**src/rtl/sq_period_meter.sv**
```systemverilog
`default_nettype none
// +--------------------------------------------------------------------------+
// | sq_period_meter: measures the rising-edge period of an async square wave  |
// | in clk cycles; optional high-time counter under SQ_PERIOD_METER_HIGH_EN.  |
// | Revision: 1.0                                                             |
// +--------------------------------------------------------------------------+
module sq_period_meter #(
  parameter int CNT_W       = 16,
  parameter int SYNC_STAGES = 2
) (
  input  logic             clk,
  input  logic             rst,
  input  logic             sq_in,
  input  logic             clr_timeout,
  output logic [CNT_W-1:0] period,
  output logic             period_valid,
  output logic             locked,
`ifdef SQ_PERIOD_METER_HIGH_EN
  output logic [CNT_W-1:0] high_time,
`endif
  output logic             timeout
);

  localparam logic [CNT_W-1:0] c_cnt_max = '1;

  typedef enum logic [0:0] {
    IDLE    = 1'b0,
    MEASURE = 1'b1
  } state_t;

  logic [SYNC_STAGES-1:0] sync_q;
  logic                   hist_q;
  logic                   rise_d;
  logic                   rise_q;
  state_t                 state_q;
  logic [CNT_W-1:0]       cnt_q;
  logic [CNT_W-1:0]       period_q;
  logic                   valid_q;
  logic                   locked_q;
  logic                   timeout_q;

  assign rise_d = sync_q[SYNC_STAGES-1] & ~hist_q;

  always_ff @(posedge clk or posedge rst) begin
    if (rst) begin
      sync_q <= '0;
      hist_q <= 1'b0;
      rise_q <= 1'b0;
    end else begin
      sync_q <= {sync_q[SYNC_STAGES-2:0], sq_in};
      hist_q <= sync_q[SYNC_STAGES-1];
      rise_q <= rise_d;
    end
  end

  always_ff @(posedge clk or posedge rst) begin
    if (rst) begin
      state_q   <= IDLE;
      cnt_q     <= '0;
      period_q  <= '0;
      valid_q   <= 1'b0;
      locked_q  <= 1'b0;
      timeout_q <= 1'b0;
    end else begin
      valid_q <= 1'b0;
      // Clear first so a coincident saturation below overrides it.
      if (clr_timeout) begin
        timeout_q <= 1'b0;
      end
      case (state_q)
        IDLE: begin
          locked_q <= 1'b0;
          cnt_q    <= '0;
          if (rise_q) begin
            cnt_q    <= {{(CNT_W-1){1'b0}}, 1'b1};
            state_q  <= MEASURE;
            locked_q <= 1'b1;
          end
        end
        MEASURE: begin
          locked_q <= 1'b1;
          if (rise_q) begin
            period_q <= cnt_q;
            valid_q  <= 1'b1;
            cnt_q    <= {{(CNT_W-1){1'b0}}, 1'b1};
          end else if (cnt_q == c_cnt_max) begin
            timeout_q <= 1'b1;
            cnt_q     <= '0;
            state_q   <= IDLE;
            locked_q  <= 1'b0;
          end else begin
            cnt_q <= cnt_q + 1'b1;
          end
        end
        default: begin
          state_q  <= IDLE;
          cnt_q    <= '0;
          locked_q <= 1'b0;
        end
      endcase
    end
  end

  assign period       = period_q;
  assign period_valid = valid_q;
  assign locked       = locked_q;
  assign timeout      = timeout_q;

`ifdef SQ_PERIOD_METER_HIGH_EN
  logic [CNT_W-1:0] high_cnt_q;
  logic [CNT_W-1:0] high_time_q;

  // hist_q is the synchronised level aligned with rise_q, so it marks the
  // same cycles the FSM sees.
  always_ff @(posedge clk or posedge rst) begin
    if (rst) begin
      high_cnt_q  <= '0;
      high_time_q <= '0;
    end else begin
      if (rise_q) begin
        if (state_q == MEASURE) begin
          high_time_q <= high_cnt_q;
        end
        high_cnt_q <= {{(CNT_W-1){1'b0}}, 1'b1};
      end else if (state_q == MEASURE) begin
        if (cnt_q == c_cnt_max) begin
          high_cnt_q <= '0;
        end else if (hist_q && (high_cnt_q != c_cnt_max)) begin
          high_cnt_q <= high_cnt_q + 1'b1;
        end
      end else begin
        high_cnt_q <= '0;
      end
    end
  end

  assign high_time = high_time_q;
`endif

endmodule
`default_nettype wire
```
**config.mk**
```make
export PLATFORM = sky130hd
export DESIGN_NAME = sq_period_meter
export DESIGN_NICKNAME = d
export VERILOG_FILES = /design/src/rtl/sq_period_meter.sv
export SDC_FILE = /design/constraint.sdc
export NUM_CORES = 1
export LEC_CHECK = 0
export CAP_MARGIN = 20
export CORE_MARGIN = 2
export CORE_UTILIZATION = 45
export CTS_CLUSTER_SIZE = 24
export DETAILED_ROUTE_END_ITERATION = 16
export DONT_BUFFER_PORTS = 1
export GPL_ROUTABILITY_DRIVEN = 1
export PLACE_DENSITY_LB_ADDON = 0.15
export SLEW_MARGIN = 20
export SYNTH_ARGS = -nofsm -noshare
export SYNTH_HDL_FRONTEND = slang
export SYNTH_SLANG_ARGS = --single-unit
```
**constraint.sdc**
```tcl
create_clock -name clk -period 1.85 [get_ports clk]
set_clock_uncertainty 0.1 [all_clocks]
set_input_delay 0.37 -clock clk [delete_from_list [all_inputs] [get_ports clk]]
set_output_delay 0.37 -clock clk [all_outputs]
set_load 0.01 [all_outputs]
```
==> impl_results.md <==
* DRT Pass-1 Iters at 4
* Required @ worst endpoint at 1990 ps
* RSZ-0062 raised after global routing: false
* CTS Buf Count at 5
* GP Congestion at 0.754
* Clock Tree Root: clkbuf_4
* Largest net degree at the start of global routing at 40
* Initial antenna violation count at 0
* CTS H-Tree Depth at 2
* Vias in the first global route at 1065
* Tcrit/Tclk final at 0.942
* Die Width at 63.7 um
* Asr flop ratio synth at 1.00
* Predominant post-synthesis flop cell: dfrtp_1
* Crit Path Max Fanout at 6
* Drt via density at 5.11
* Core area at 3390 sq um
* Clock buffer depth at 2
* Syn Area/Cell at 12.1 sq um
* First-pass GRT wire length at 4950 um
* Cell Area, Synth at 1600 sq um
* Total area of sequential cells at 976 sq um
* DRC Markers at 0
* Starting Density at 0.473
* Synth cell types at 28
* Endpoints failing setup at 0
* P_leak at 0.891 nW
* DP Wirelength at 2010 um
* CTS tree: done
* Cell chain of the critical path: and4_4, nand4_4, or3_1, a31o_1
* Total of max-cap violations at 0
* Final Max Slew Viols at 0
* Drt first-iter violations at 36
* Routed Antenna Nets at 0
* Endpoint class of the critical path: register
* Final min period at 1740 ps
* Synth Warn # at 0
* Global route overflow at 0
* Sink Count at 39
* PwrDens at 1020 nW/um^2
* Hold Crit Class: input pin to register
* # port buffers at 0
* Setup tns final at 0 ps
* Die ar. at 4060 sq um
* Crit path kind: register to register
* Filler Cell Count at 301
* Post-synth EDFFs at 0
* Synth Instances at 132
* Worst hold slack at 27.7 ps
* Routed via count at 1006
* Achievable Freq at 574 MHz
* Register bit count reported by yosys at 39
* Worst slew pin tran at 481 ps
* Area delta synth->final at 16.2%
* Synthesized net count at 137
* Crit-path slowest cell: dfrtp_1
* Clock Pin Slew Worst Setup and Hold Paths at 120 ps
* CP peak stage delay at 460 ps
* Share of the yosys chip area belonging to registers at 0.609
* Die height at 63.7 um
* Peak supply drop at 0.688 mV
* I/O pins at 23
* Worst Path Arrival at 1880 ps
* Diode count at 0
* Worst-skew pair later-pin latency at 340 ps
* Row Count at 21
* Status: completed
* Nets at 155
* Gr usage total at 0.162
* Avg WL per Cell at 14.3 um
* Layout cell share with drive strength beyond 1 at 0.238
* Rel. slew slack at 0.680
* Multi-input logic area at 599 sq um
* WL final at 2810 um
* Final Hold Fails at 0
* Startpoint types: register
what timing repair did:
item,4_1_cts,5_1_grt
hold buffers,2,0
endpoints found under the setup margin,0,4
gates resized for setup,0,1
setup buffers,0,0
hold endpoints to repair,40,0
sequential cells by signal, summed over array words and instances (netlist names):
register and cells:
cnt_q 16, hist_q 1, locked 1, period 16, period_valid 1, rise_q 1
sync_q 2, timeout 1
cell usage after synthesis (2+ instances only):
library cell / count / area (sq um)
xor2_1: 5 / 43.8
nor2b_1: 2 / 12.5
nand2_1: 9 / 33.8
nor2_1: 14 / 52.6
xnor2_1: 7 / 61.3
and3_1: 4 / 25.0
a21oi_1: 3 / 15.0
mux2_2: 14 / 158
or3_1: 2 / 12.5
inv_1: 5 / 18.8
dfrtp_1: 39 / 976
o31ai_1: 2 / 15.0
nand3_1: 5 / 25.0
o21ai_0: 3 / 15.0
buf_2: 2 / 10.0
nand4_1: 3 / 18.8
nor3_1: 2 / 10.0
metrics by stage:
step / util / instances / power, W / setup slack (ps) / instance area (sq um)
2_1_floorplan: - / 132 / 0.00115 / 31.4 / 1600
3_3_place_gp: 0.512 / 187 / 0.00123 / 205 / 1740
3_5_place_dp: 0.512 / 187 / 0.00123 / 122 / 1740
4_1_cts: 0.548 / 197 / 0.00193 / 117 / 1860
5_1_grt: 0.550 / 197 / 0.00200 / 25.9 / 1860
6_report: 0.550 / 197 / 0.00191 / 108 / 1860
path summary, 6_finish.rpt:
path | from | to | slack, ps | cells past startpoint
max | cnt_q[8]$_DFF_PP0_ | cnt_q[0]$_DFF_PP0_ | 110 | 4
min | clr_timeout | timeout$_DFF_PP0_ | 30 | 1
max reg2reg | cnt_q[8]$_DFF_PP0_ | cnt_q[0]$_DFF_PP0_ | 110 | 4
min reg2reg | sync_q[0]$_DFF_PP0_ | sync_q[1]$_DFF_PP0_ | 270 | 0
max in group asynchronous | rst | cnt_q[3]$_DFF_PP0_ | 840 | 3
min in group asynchronous | rst | period[8]$_DFFE_PP0P_ | 470 | 3
area by class of cell:
type,instances,share of cell area
clock inverters,2,0.0322
clock buffers,6,0.0222
inverters,5,0.0101
well taps,46,0.0309
repair buffers,14,0.0591
multi-input cells,85,0.322
flip-flops and latches,39,0.524
metal layers:
metal | wire, um | global-route usage
met1 | 1360 | 0.206
met2 | 1250 | 0.245
met3 | 154 | 0.0732
met4 | 44 | 0.0571
met5 | 0 | 0
worst max-delay path: cells and delay by family, from the launching register on:
family             cells  cell delay (ps)
AOI/OAI and AO/OA      1              230
DFF                    1              460
and+or+nand+nor        3              850
where the power goes:
part | internal [W] | switching (W)
sequential | 0.000928 | 0.0000796
combinational | 0.000109 | 0.0000965
clock | 0.000422 | 0.000274
total | 0.00146 | 0.000450
cells by family (layout without fill, tap and decap cells):
group | Yosys count | after routing | synth area share
buffers and inverters | 8 | 27 | 0.0203
muxes | 14 | 14 | 0.0984
xor gates and xnor gates | 12 | 12 | 0.0656
and+or+nand+nor | 47 | 47 | 0.157
DFF | 39 | 39 | 0.609
adders and majority gates | 1 | 1 | 0.00781
AOI/OAI and AO/OA | 11 | 11 | 0.0422
placed cells by master (no fill, tap or decap), types with 2 or more instances in the layout:
master,instances
nor2b_1,2
dlygate4sd3_1,2
nand4_1,3
nand2_1,9
xor2_1,5
xnor2_1,7
bufinv_16,2
nand3_1,5
nor3_1,2
mux2_2,14
buf_4,12
nor2_1,14
and3_1,4
dfrtp_1,39
inv_1,5
or3_1,2
o21ai_0,3
clkbuf_4,5
a21oi_1,3
Power figures use the tool's default switching activity.
